**src/rtl/versat_pkg.sv**
```systemverilog
// Shared Versat definitions: datapath FSM state encoding and common constants.
package versat_pkg;

  typedef enum logic [1:0] {
    IDLE  = 2'd0,
    DELAY = 2'd1,
    ACCUM = 2'd2
  } state_t;

  // A programmed period of 0 is promoted to this value.
  localparam int PERIOD_MIN = 1;

endpackage

```
**src/rtl/delayed_accum_if.sv**
```systemverilog
// Control/data bundle between the Versat controller (master) and a delayed_accum unit (slave).
interface delayed_accum_if #(
  parameter int DELAY_W = 32,
  parameter int DATA_W  = 32,
  parameter int CNT_W   = 16
);
  import versat_pkg::*;

  // run is a single-cycle start pulse that samples delay0/iter0/period0 on that edge;
  // running is a level enable; done is a level that is high whenever no operation is in flight.
  logic               running;
  logic               run;
  logic               done;
  logic [DATA_W-1:0]  in0;
  logic [DELAY_W-1:0] delay0;
  logic [CNT_W-1:0]   iter0;
  logic [CNT_W-1:0]   period0;
  logic [DATA_W-1:0]  out0;
  state_t             state;

  modport master (
    output running, run, in0, delay0, iter0, period0,
    input  done, out0, state
  );

  modport slave (
    input  running, run, in0, delay0, iter0, period0,
    output done, out0, state
  );

endinterface

```
**src/rtl/versat_countdown.sv**
```systemverilog
// Loadable down-counter that holds at zero; load has priority over enable.
module versat_countdown #(
  parameter int W = 16
) (
  input  logic         clk,
  input  logic         rst,
  input  logic         load,
  input  logic [W-1:0] load_val,
  input  logic         en,
  output logic [W-1:0] count,
  output logic         zero
);

  always_ff @(posedge clk) begin
    if (rst) begin
      count <= '0;
    end else if (load) begin
      count <= load_val;
    end else if (en && !zero) begin
      count <= count - W'(1);
    end
  end

  assign zero = (count == '0);

endmodule

```
**src/rtl/delayed_accum.sv**
```systemverilog
// Versat delayed accumulator: after delay0 running cycles, sums iter0 samples of in0 spaced period0 apart.
// Define DELAYED_ACCUM_SATURATE_EN for a signed saturating add instead of a wrapping one.
module delayed_accum
  import versat_pkg::*;
#(
  parameter int DELAY_W = 32,
  parameter int DATA_W  = 32,
  parameter int CNT_W   = 16
) (
  input logic           clk,
  input logic           rst,
  delayed_accum_if.slave bus
);

  localparam int MSB = DATA_W - 1;

  state_t             state_q, state_d;
  logic [DATA_W-1:0]  acc_q;
  logic               done_q;
  logic [CNT_W-1:0]   period_q;

  logic               sample, finish, d_en, p_en;
  logic [DELAY_W-1:0] d_count;
  logic               d_zero;
  logic [CNT_W-1:0]   p_count, s_count;
  logic               p_zero, s_zero;
  logic [DATA_W-1:0]  sum_raw, add_res;

  versat_countdown #(.W(DELAY_W)) u_delay (
    .clk(clk), .rst(rst),
    .load(bus.run), .load_val(bus.delay0), .en(d_en),
    .count(d_count), .zero(d_zero)
  );

  // Phase is cleared by run, so ACCUM always opens with an immediate sample.
  versat_countdown #(.W(CNT_W)) u_phase (
    .clk(clk), .rst(rst),
    .load(bus.run | sample), .load_val(bus.run ? '0 : period_q - CNT_W'(1)), .en(p_en),
    .count(p_count), .zero(p_zero)
  );

  versat_countdown #(.W(CNT_W)) u_samples (
    .clk(clk), .rst(rst),
    .load(bus.run), .load_val(bus.iter0), .en(sample),
    .count(s_count), .zero(s_zero)
  );

  always_ff @(posedge clk) begin
    if (rst) state_q <= IDLE;
    else     state_q <= state_d;
  end

  always_comb begin
    state_d = state_q;
    sample  = 1'b0;
    finish  = 1'b0;
    d_en    = 1'b0;
    p_en    = 1'b0;
    if (bus.run) begin
      // With no delay the first sample edge is the very next one.
      state_d = (bus.delay0 == '0) ? ACCUM : DELAY;
    end else if (bus.running) begin
      case (state_q)
        DELAY: begin
          d_en = 1'b1;
          if (d_zero || d_count == DELAY_W'(1)) begin
            state_d = s_zero ? IDLE : ACCUM;
            finish  = s_zero;
          end
        end
        ACCUM: begin
          if (s_zero) begin
            state_d = IDLE;
            finish  = 1'b1;
          end else if (p_zero) begin
            sample = 1'b1;
            if (s_count == CNT_W'(1)) begin
              state_d = IDLE;
              finish  = 1'b1;
            end
          end else begin
            p_en = 1'b1;
          end
        end
        default: state_d = IDLE;
      endcase
    end
  end

  assign sum_raw = acc_q + bus.in0;

`ifdef DELAYED_ACCUM_SATURATE_EN
  // Same-sign operands producing an opposite-sign result mean signed overflow.
  always_comb begin
    add_res = sum_raw;
    if (!acc_q[MSB] && !bus.in0[MSB] && sum_raw[MSB]) begin
      add_res = {1'b0, {(DATA_W-1){1'b1}}};
    end else if (acc_q[MSB] && bus.in0[MSB] && !sum_raw[MSB]) begin
      add_res = {1'b1, {(DATA_W-1){1'b0}}};
    end
  end
`else
  assign add_res = sum_raw;
`endif

  always_ff @(posedge clk) begin
    if (rst) begin
      acc_q    <= '0;
      done_q   <= 1'b1;
      period_q <= '0;
    end else if (bus.run) begin
      acc_q    <= '0;
      done_q   <= 1'b0;
      period_q <= (bus.period0 < CNT_W'(PERIOD_MIN)) ? CNT_W'(PERIOD_MIN) : bus.period0;
    end else begin
      if (sample) acc_q  <= add_res;
      if (finish) done_q <= 1'b1;
    end
  end

  assign bus.out0  = acc_q;
  assign bus.done  = done_q;
  assign bus.state = state_q;

endmodule

```
**src/flat_wrapper.sv**
```systemverilog
// flat-port wrapper written by rule: the top's interface ports become plain ports
module delayed_accum_flat import versat_pkg::*;
#(
  parameter int DELAY_W = 32,
  parameter int DATA_W  = 32,
  parameter int CNT_W   = 16
)
  (clk, rst, bus_running, bus_run, bus_in0, bus_delay0, bus_iter0, bus_period0, bus_done, bus_out0, bus_state);
  delayed_accum_if #(.DELAY_W(DELAY_W), .DATA_W(DATA_W), .CNT_W(CNT_W)) bus_i ();
  input logic clk;
  input logic rst;
  input wire logic [$bits(bus_i.running)-1:0] bus_running;
  input wire logic [$bits(bus_i.run)-1:0] bus_run;
  input wire logic [$bits(bus_i.in0)-1:0] bus_in0;
  input wire logic [$bits(bus_i.delay0)-1:0] bus_delay0;
  input wire logic [$bits(bus_i.iter0)-1:0] bus_iter0;
  input wire logic [$bits(bus_i.period0)-1:0] bus_period0;
  output wire logic [$bits(bus_i.done)-1:0] bus_done;
  output wire logic [$bits(bus_i.out0)-1:0] bus_out0;
  output wire logic [$bits(bus_i.state)-1:0] bus_state;
  assign bus_i.running = bus_running;
  assign bus_i.run = bus_run;
  assign bus_i.in0 = bus_in0;
  assign bus_i.delay0 = bus_delay0;
  assign bus_i.iter0 = bus_iter0;
  assign bus_i.period0 = bus_period0;
  assign bus_done = bus_i.done;
  assign bus_out0 = bus_i.out0;
  assign bus_state = bus_i.state;
  delayed_accum #(.DELAY_W(DELAY_W), .DATA_W(DATA_W), .CNT_W(CNT_W)) u_core (.clk(clk), .rst(rst), .bus(bus_i));
endmodule
```
**config.mk**
```make
export PLATFORM = sky130hd
export DESIGN_NAME = delayed_accum_flat
export DESIGN_NICKNAME = d
export VERILOG_FILES = /design/src/rtl/versat_pkg.sv /design/src/rtl/delayed_accum_if.sv /design/src/rtl/versat_countdown.sv /design/src/rtl/delayed_accum.sv /design/src/flat_wrapper.sv
export SDC_FILE = /design/constraint.sdc
export NUM_CORES = 1
export LEC_CHECK = 0
export CAP_MARGIN = 20
export CORE_ASPECT_RATIO = 1.25
export CORE_MARGIN = 2
export CORE_UTILIZATION = 50
export CTS_BUF_LIST = sky130_fd_sc_hd__clkbuf_4 sky130_fd_sc_hd__clkbuf_8
export CTS_CLUSTER_SIZE = 28
export DETAILED_ROUTE_END_ITERATION = 16
export GPL_ROUTABILITY_DRIVEN = 0
export PLACE_DENSITY = 0.89
export SLEW_MARGIN = 10
export SYNTH_ARGS = -nofsm -noshare
export SYNTH_HDL_FRONTEND = slang
export SYNTH_SLANG_ARGS = --single-unit
```
**constraint.sdc**
```tcl
create_clock -name clk -period 2.95 [get_ports clk]
set_input_delay 0.4425 -clock clk [delete_from_list [all_inputs] [get_ports clk]]
set_output_delay 0.4425 -clock clk [all_outputs]
set_load 0.01 [all_outputs]
```
==> impl_metrics.csv, run 1 <==
group,metric,value,unit
power_and_ir_drop,vdd_drop_max,0.339,mV
clock_network,ctsHoldBuffers,0,
place,portBuffers,134,
drt,vias_per_cell,6.08,
grt,antenna_found_initial,0,
critical_path,cp_cell_sequence,"clkdlybuf4s50_1 -> ha_1 -> fa_1 -> a21oi_2 -> o211ai_1 -> nand2_1 -> a2111oi_0 -> buf_4 -> or3b_2 -> a41oi_2 -> xor2_1 -> o21ai_0",
critical_path,start_kind,"input pin",
timing,finalCritPeriodShare,97.5,%
die,ios,135,
power_and_ir_drop,pwr_density_cell,410,mW/mm^2
clock_network,path_clk_slew,70,ps
grt,grt_pass1_vias,8000,
logic_synthesis,ys_types,73,
logic_synthesis,avgSynthCellArea,7.64,um^2
clock_network,numCtsBuffers,17,
die,core-area,0.0148,mm^2
timing,fin_ws,72.4,ps
critical_path,cp_slowest_cell,"or3b_2",
critical_path,cp_max_fo,3,
grt,grt_use_total,27.7,%
drt,wl_per_cell,16.4,um
critical_path,critPathBufInv,2,
clock_network,cts_tree,"done",
clock_network,cts_root_buf,"clkbuf_8",
die,die_h,141,um
clock_network,cts.sinks,115,
grt,grt_max_degree,66,
drt,routed_wl,22500,um
critical_path,crit_family,"compound AO/OA/AOI/OAI gates",
drt,via_count,8347,
timing,drv_slew,0,
logic_synthesis,synth_seq_cells,115,
logic_synthesis,yosys_warnings,0,
final_layout,final_common_cell,"clkdlybuf4s50_1",
timing,fin_skew,10.8,ps
place,placed_cells,1341,
die,die_x,114,um
logic_synthesis,synthesis.area,0.00753,mm^2
drt,drt_iter0_drc,635,
critical_path,critPathCaptureType,"flip-flop",
place,dp_hpwl,16600,um
logic_synthesis,yosysSeqAreaShare,30.6,%
min_path,holdCritPathClass,"input pin to flip-flop",
critical_path,max_stage_delay,500,ps
drt,drtAntennaViolNets,0,
grt,grt_first_pass_wirelength,36400,um
final_layout,drive_gt1_share,12.8,%
final_layout,final_cell_mix,"132 x clkdlybuf4s50_1, 121 x nand2_1, 115 x dfxtp_1, 100 x nor2_1, 93 x a21oi_1",
logic_synthesis,syn-num-nets,1128,
grt,grt_overflow_total,0,
drt,drc,0,
die,die-area,0.0161,mm^2
place,post-place-ws,-444,ps
logic_synthesis,syn_inst,986,
final_layout,diodes,0,
logic_synthesis,async_flop_share,0,%
logic_synthesis,synth_edf_count,0,
timing,finalCriticalPeriod,2880,ps
die,start_util,50.8,%
clock_network,clock_latency,440,ps
clock_network,cts_buffer_depth,2,
clock_network,htree_levels,4,
timing,worstMarginPinSlew,783,ps
final_layout,final_cell_count_no_fill,1373,
timing,max_slew_margin,47.8,%
timing,fin_setup_tns,0,ps
final_layout,utilization,67.9,%
timing,rsz0062_at_grt,"no",
final_layout,final_area,0.0101,mm^2
drt,firstDrtPassIters,5,
critical_path,crit_type,"input pin to flip-flop",
logic_synthesis,synth_flop_cell,"dfxtp_1",
outcome,status,"finished, final reports clean",
timing,setup_viol,0,
timing,hold_viol,0,
final_layout,nNetsFinal,1321,
die,placementRows,50,
critical_path,arrival,3200,ps
place,place_area,0.00959,mm^2
power_and_ir_drop,p_leak,0.00397,uW
final_layout,areaGrowthSynthToFinish,33.6,%
critical_path,required,3280,ps
flow_run,cap_violations,0,
timing,max_freq,348,MHz
## per-layer routing
metal | vias to the layer above | GRT usage (%) | wire length [um]
met1 | 3876 | 31.0 | 8700
met2 | 366 | 51.0 | 11500
met4 | 0 | 13.2 | 825
met3 | 80 | 4.26 | 1440
met5 | - | 0 | 0
li1 | 4025 | - | -
## synthesized netlist by cell type (all sizes together), types with 22 or more instances
cell	number	area share (%)
clkbuf	38	1.9
nand2	122	6.2
xnor2	36	4.2
nor2	101	5.1
nor4	30	2.7
nor3	31	2.1
ha	41	6.8
nand3	39	2.6
o21ai	57	3.8
a21oi	94	6.2
mux2i	22	2.9
dfxtp	115	31
## cells by family (layout without fill, tap and decap cells)
kind of cell	Yosys count	count (layout)	synth area share, %
buffers and inverters	69	274	3.62
AO/OA/AOI/OAI	285	285	24.0
flip-flops	115	115	30.6
adder cells (fa/ha/maj)	42	42	7.08
multiplexers	23	23	3.07
XOR/XNOR	46	46	5.35
AND/OR/NAND/NOR	406	406	26.3
## path summary, 6_finish.rpt
kind	cells past startpoint	end	startpoint	slack, ps
setup reg to reg	11	u_core.bus.out0[30]	u_core.bus.out0[0]	140
hold / removal	4	u_core.u_delay.count[1]	rst	380
setup / recovery	12	u_core.bus.out0[30]	bus_in0[0]	70
hold reg to reg	2	u_core.u_phase.count[1]	u_core.u_phase.count[1]	470
## cell type report
class	count	area, um^2
Timing Repair Buffer	222	2020
Tap cell	182	228
Clock buffer	21	289
Clock inverter	10	130
Multi-Input combinational cell	802	5020
Inverter	21	78.8
Sequential cell	115	2300
Fill cell	1168	4760
## timing repair
action                                  CTS  global route
endpoints found under the setup margin    1            13
buffers inserted                          0             1
pin swaps                                 0             2
resized for setup                         1            10
## where the power goes
group	internal, uW	switching [uW]
sequential	1620	68.2
combinational	421	453
clock	912	652
total	2950	1170
## tightest hold or removal path, stage by stage
cell and delay [ps]:
buf_2 90, inv_1 100, o21ai_0 90, a221oi_1 50
## metrics by stage
| step | hold slack (ps) | power (uW) |
|---|---|---|
| global route | 381 | 4290 |
| CTS | 356 | 4120 |
| finish | 376 | 4120 |
| global placement | 455 | 2540 |
| detailed placement | 461 | 2570 |
| floorplan | 445 | 2200 |
## sequential cells by signal, summed over array words and instances (netlist names)
name                    flops
u_core.bus.done             1
u_core.u_samples.count     16
u_core.u_phase.count       16
u_core.u_delay.count       32
u_core.bus.out0            32
u_core.bus.state            2
u_core.period_q            16
Power figures use the tool's default switching activity.
==> run 2: changes to the inputs <==
--- a/config.mk
+++ b/config.mk
@@ -8,13 +8,14 @@
 export CAP_MARGIN = 20
 export CORE_ASPECT_RATIO = 1.25
 export CORE_MARGIN = 2
-export CORE_UTILIZATION = 50
+export CORE_UTILIZATION = 51
 export CTS_BUF_LIST = sky130_fd_sc_hd__clkbuf_4 sky130_fd_sc_hd__clkbuf_8
 export CTS_CLUSTER_SIZE = 28
 export DETAILED_ROUTE_END_ITERATION = 16
 export GPL_ROUTABILITY_DRIVEN = 0
-export PLACE_DENSITY = 0.89
+export PLACE_DENSITY = 0.8
 export SLEW_MARGIN = 10
 export SYNTH_ARGS = -nofsm -noshare
 export SYNTH_HDL_FRONTEND = slang
+export SYNTH_HIERARCHICAL = 1
 export SYNTH_SLANG_ARGS = --single-unit
==> impl_metrics.csv, run 2 <==
group,metric,value,unit
timing,hold_viol,0,
clock_network,cts_root_buf,"clkbuf_8",
clock_network,cts_tree,"done",
grt,grt_first_pass_wirelength,39700,um
critical_path,cp-endpoint,"u_core/bus.out0[30]",
critical_path,cp_max_fo,4,
critical_path,reg2reg_depth,10,
critical_path,arrival,3200,ps
timing,finalCritPeriodShare,95.7,%
clock_network,numCtsBuffers,17,
drt,routed_wl,24200,um
critical_path,crit_type,"flip-flop to flip-flop",
final_layout,nNetsFinal,1340,
final_layout,drive_gt1_share,17.3,%
final_layout,final_area,0.0109,mm^2
min_path,holdCritPathClass,"input pin to flip-flop",
drt,vias_per_cell,6.14,
drt,via_count,8803,
timing,fin_skew,14.7,ps
power_and_ir_drop,p_leak,0.00400,uW
critical_path,crit_family,"compound AO/OA/AOI/OAI gates",
timing,hold_slack,385,ps
logic_synthesis,avgSynthCellArea,8.23,um^2
drt,drtAntennaViolNets,0,
critical_path,required,3320,ps
timing,max_slew_margin,38.5,%
logic_synthesis,ys_types,84,
timing,setup_viol,0,
clock_network,clock_latency,440,ps
clock_network,htree_levels,4,
timing,finalCriticalPeriod,2820,ps
critical_path,timing.rr.end,"u_core/bus.out0[30]",
logic_synthesis,synth_edf_count,0,
logic_synthesis,yosys-top-cells-count,"115 x dfxtp_1, 89 x nor2_1, 73 x nand2_1, 60 x a21oi_1, 41 x inv_1",
critical_path,cp-startpoint,"u_core/bus.out0[0]",
grt,grt_use_total,27.4,%
logic_synthesis,ys_top_cells_by_area,"dfxtp_1 28%, ha_1 5.6%, nor2_1 4.0%, a21oi_1 3.6%, nand2_1 3.3%",
logic_synthesis,syn_inst,1010,
critical_path,r2r_slack,130,ps
clock_network,cts.sinks,115,
grt,grt_pass1_vias,8338,
logic_synthesis,synth_seq_cells,115,
drt,drc,0,
die,die_h,147,um
logic_synthesis,synth_top_area_share,27.7,%
grt,antenna_found_initial,2,
timing,max_freq,354,MHz
clock_network,ctsHoldBuffers,0,
logic_synthesis,yosysSeqAreaShare,27.7,%
clock_network,cts_buffer_depth,2,
critical_path,cp_slowest_cell,"or4_1",
clock_network,path_clk_slew,70,ps
critical_path,critPathBufInv,0,
drt,firstDrtPassIters,5,
logic_synthesis,synthesis.area,0.00831,mm^2
logic_synthesis,yosys_warnings,6,
die,die-area,0.0173,mm^2
die,ios,135,
outcome,status,"finished, final reports clean",
critical_path,max_stage_delay,470,ps
logic_synthesis,yosysMostFrequentCell,"dfxtp_1",
power_and_ir_drop,vdd_drop_max,0.255,mV
power_and_ir_drop,power,4130,uW
drt,wl_per_cell,16.9,um
timing,drv_slew,0,
power_and_ir_drop,pwr_density_cell,381,mW/mm^2
final_layout,final_cell_mix,"131 x clkdlybuf4s50_1, 114 x dfxtp_1, 90 x buf_4, 87 x nor2_1, 73 x nand2_1",
die,die_x,118,um
die,placementRows,52,
die,start_util,51.7,%
place,place_area,0.0103,mm^2
drt,drt_iter0_drc,620,
place,dp_hpwl,17800,um
grt,grt_overflow_total,0,
logic_synthesis,synth_flop_cell,"dfxtp_1",
die,core-area,0.0161,mm^2
final_layout,final_common_cell,"clkdlybuf4s50_1",
grt,grt_max_degree,63,
logic_synthesis,syn-num-nets,1148,
timing,worstMarginPinSlew,922,ps
critical_path,r2r-start,"u_core/bus.out0[0]",
place,portBuffers,134,
critical_path,path_depth,10,
final_layout,utilization,67.6,%
logic_synthesis,yosysTopAreaCell,"dfxtp_1",
critical_path,critPathCaptureType,"flip-flop",
logic_synthesis,async_flop_share,0,%
final_layout,fillers,1331,
final_layout,areaGrowthSynthToFinish,30.7,%
critical_path,start_kind,"flip-flop",
flow_run,cap_violations,0,
critical_path,cp_cell_sequence,"ha_2 -> fa_2 -> a21o_2 -> a221o_2 -> a221oi_4 -> o31ai_4 -> a21oi_4 -> nor3_2 -> or4_1 -> nand3_1",
-- run 2: cell count changes after synthesis, moves of 12 or more --
cell,previous run,this run
a21oi_1,94,60
inv_1,20,41
o21ai_0,57,23
a311oi_1,2,21
mux2i_1,22,5
nand2_1,121,73
or4_1,8,20
a22o_1,0,15
-- run 2: cell families (layout without fill, tap and decap cells) --
logic type | count (synthesis) | count (layout) | share of synthesized area [%]
AO/OA/AOI/OAI | 277 | 277 | 25.9
XOR/XNOR | 35 | 35 | 3.69
adder cells (fa/ha/maj) | 38 | 38 | 5.81
buffers and inverters | 98 | 303 | 5.35
flip-flops | 115 | 115 | 27.7
multiplexers | 5 | 5 | 0.602
other | 0 | 2 | 0
AND/OR/NAND/NOR | 442 | 442 | 30.9
-- run 2: cell type report --
| class | count | area (um^2) | share of cell area, % |
|---|---|---|---|
| clock buffer | 22 | 290 | 2.67 |
| inverter | 45 | 173 | 1.59 |
| tap | 216 | 270 | 2.49 |
| antenna | 2 | 5.00 | 0.0461 |
| clock inverter | 10 | 106 | 0.979 |
| multi-input combinational | 797 | 5670 | 52.3 |
| sequential | 115 | 2300 | 21.2 |
| timing repair buffer | 226 | 2040 | 18.8 |
-- run 2: layer usage --
metal / GRT usage (%) / part of all wire [%] / vias up
met4: 13.0 / 3.0 / 0
met2: 46.6 / 50 / 313
met5: 0 / 0 / -
met3: 5.09 / 5.4 / 62
met1: 33.5 / 42 / 4150
li1: - / - / 4278
-- run 2: metrics by stage --
step / setup WS, ps / instances / TNS (ps)
global route: -10.5 / 1433 / -11.5
floorplan: 0.928 / 1010 / 0
detailed placement: -508 / 1395 / -4130
CTS: 36.7 / 1430 / 0
global placement: -478 / 1395 / -3250
finish: 126 / 1433 / 0
-- run 2: timing repair --
item / in CTS / in global routing
gates cloned: 0 / 0
pin swaps: 9 / 9
endpoints found under the setup margin: 3 / 27
setup buffers: 3 / 1
gates resized for setup: 3 / 23
-- run 2: power by group --
| part | switching (uW) | internal (uW) | leakage, uW |
|---|---|---|---|
| Sequential | 107 | 1630 | 0.000946 |
| Combinational | 470 | 431 | 0.00285 |
| Clock | 667 | 829 | 0.000209 |
-- run 2: worst min path at each step --
stage	startpoint	end	slack, ps	cells past startpoint
2_1_floorplan	u_core/period_q[15]	u_core/period_q[15]	470	1
3_3_place_gp	u_core/bus.out0[11]	u_core/bus.out0[11]	460	2
3_5_place_dp	u_core/bus.out0[18]	u_core/bus.out0[18]	470	2
4_1_cts	rst	u_core/u_phase/count[15]	370	2
5_1_grt	rst	u_core/u_phase/count[15]	390	2
6_report	rst	u_core/u_phase/count[15]	380	2
==> run 3: changes to the inputs <==
--- a/config.mk
+++ b/config.mk
@@ -8,12 +8,12 @@
 export CAP_MARGIN = 20
 export CORE_ASPECT_RATIO = 1.25
 export CORE_MARGIN = 2
-export CORE_UTILIZATION = 51
+export CORE_UTILIZATION = 60
 export CTS_BUF_LIST = sky130_fd_sc_hd__clkbuf_4 sky130_fd_sc_hd__clkbuf_8
 export CTS_CLUSTER_SIZE = 28
 export DETAILED_ROUTE_END_ITERATION = 16
 export GPL_ROUTABILITY_DRIVEN = 0
-export PLACE_DENSITY = 0.8
+export PLACE_DENSITY = 0.88
 export SLEW_MARGIN = 10
 export SYNTH_ARGS = -nofsm -noshare
 export SYNTH_HDL_FRONTEND = slang
==> constraint.sdc (replaced) <==
create_clock -name clk -period 3.3 [get_ports clk]
set_input_delay 0.495 -clock clk [delete_from_list [all_inputs] [get_ports clk]]
set_output_delay 0.495 -clock clk [all_outputs]
set_load 0.01 [all_outputs]
==> impl_metrics.csv, run 3 (synthesis results as in run 2) <==
group,metric,value,unit
critical_path,crit_type,"input pin to flip-flop",
critical_path,timing.rr.end,"u_core/u_samples/count[6]",
die,die_h,136,um
die,start_util,60.7,%
grt,grtUsageMet1,38.5,%
timing,max_slew_margin,39.2,%
min_path,holdCritPathClass,"flip-flop to flip-flop",
power_and_ir_drop,p_leak,0.00372,uW
die,die-area,0.0148,mm^2
timing,fin_skew,14.6,ps
clock_network,cts.sinks,115,
timing,hold_viol,0,
grt,grt_busiest_layer,"met2",
drt,drc,0,
grt,grt_max_degree,82,
clock_network,htree_levels,4,
final_layout,fillers,1020,
clock_network,ctsHoldBuffers,0,
drt,routed_wl,24000,um
drt,via_count,8845,
final_layout,area.sequential,0.00230,mm^2
place,portBuffers,134,
drt,drtAntennaViolNets,0,
drt,wl_per_cell,17.9,um
critical_path,arrival,3550,ps
critical_path,required,3690,ps
place,place_area,0.00988,mm^2
clock_network,cts_tree,"done",
final_layout,areaGrowthSynthToFinish,23.9,%
timing,worstMarginPinSlew,912,ps
final_layout,final_cell_mix,"132 x clkdlybuf4s50_1, 115 x dfxtp_1, 88 x nor2_1, 73 x nand2_1, 60 x a21oi_1",
final_layout,final_area,0.0103,mm^2
place,dp_hpwl,16900,um
grt,grt_use_total,32.5,%
final_layout,drive_gt1_share,12.3,%
power_and_ir_drop,pwr_density_cell,347,mW/mm^2
clock_network,numCtsBuffers,17,
clock_network,path_clk_slew,70,ps
final_layout,multi_input_area,0.00558,mm^2
critical_path,critPathCaptureType,"flip-flop",
clock_network,clock_latency,460,ps
clock_network,cts_root_buf,"clkbuf_8",
power_and_ir_drop,vdd_drop_max,0.309,mV
critical_path,r2r-start,"u_core/u_samples/count[0]",
timing,finalCriticalPeriod,3160,ps
grt,globalRouteMet2Util,56.9,%
die,core-area,0.0137,mm^2
grt,grt_pass1_vias,8317,
grt,antenna_found_initial,1,
timing,fin_setup_tns,0,ps
outcome,status,"finished, final reports clean",
critical_path,cp-startpoint,"bus_in0[0]",
drt,vias_per_cell,6.61,
power_and_ir_drop,power,3570,uW
timing,setup_viol,0,
timing,finalCritPeriodShare,95.7,%
critical_path,cp-endpoint,"u_core/bus.out0[30]",
grt,grt_first_pass_wirelength,39100,um
critical_path,start_kind,"input pin",
critical_path,cp_max_fo,5,
grt,grt_overflow_total,0,
flow_run,cap_violations,0,
timing,drv_slew,0,
drt,drt_iter0_drc,711,
final_layout,nNetsFinal,1288,
timing,max_freq,316,MHz
critical_path,reg2reg_depth,13,
die,die_x,109,um
die,ios,135,
critical_path,r2r_slack,230,ps
grt,grt_use_met3,5.44,%
clock_network,cts_buffer_depth,2,
drt,firstDrtPassIters,7,
die,placementRows,48,
final_layout,final_common_cell,"clkdlybuf4s50_1",
run 3: critical path, cell delays in order:
cell,delay (ps)
clkdlybuf4s50_1,410
ha_1,240
fa_1,390
a21o_2,230
a221o_2,380
a221oi_4,400
o31ai_4,170
a21oi_4,180
nor3_2,60
or4_1,510
nand3_1,80
run 3: timing repair:
| item | CTS | global route |
|---|---|---|
| gates resized for setup | 0 | 4 |
| endpoints found under the setup margin | 0 | 13 |
| buffers inserted | 0 | 3 |
run 3: power breakdown:
part           switching [uW]  leakage, uW  internal, uW  total [uW]
combinational             403      0.00257           349         752
sequential                100     0.000945          1460        1560
clock                     595     0.000203           663        1260
total                    1100      0.00372          2470        3570
run 3: area by class of cell:
type / count / area share (%)
Clock inverter: 10 / 0.803
Timing Repair Buffer: 174 / 16.0
Inverter: 45 / 1.64
Antenna cell: 1 / 0.0243
Tap cell: 175 / 2.13
Multi-Input combinational cell: 797 / 54.2
Clock buffer: 22 / 2.82
Sequential cell: 115 / 22.4
run 3: worst min-delay path by stage:
stage | start | to | slack, ps | depth (start not counted)
after detailed placement | u_core/bus.out0[6] | u_core/bus.out0[6] | 470 | 2
after floorplan | u_core/period_q[15] | u_core/period_q[15] | 470 | 1
after CTS | rst | u_core/u_phase/count[13] | 450 | 3
final | u_core/bus.out0[6] | u_core/bus.out0[6] | 470 | 2
after global routing | rst | u_core/u_phase/count[13] | 470 | 3
after global placement | u_core/bus.out0[13] | u_core/bus.out0[13] | 460 | 2
run 3: layer usage:
metal	part of all wire (%)	wire, um	vias up
met2	50	11900	456
met1	39	9460	4115
met5	0	0	-
met4	3.7	894	0
li1	-	-	4187
met3	7.3	1750	87
run 3: through the flow:
step	hold slack [ps]	util, %	cells	setup slack, ps
3_3_place_gp	460	72.1	1303	-201
4_1_cts	454	74.8	1335	159
3_5_place_dp	466	72.1	1303	-242
5_1_grt	474	75.1	1339	-16.1
6_report	474	75.1	1339	140
2_1_floorplan	472	-	1010	258
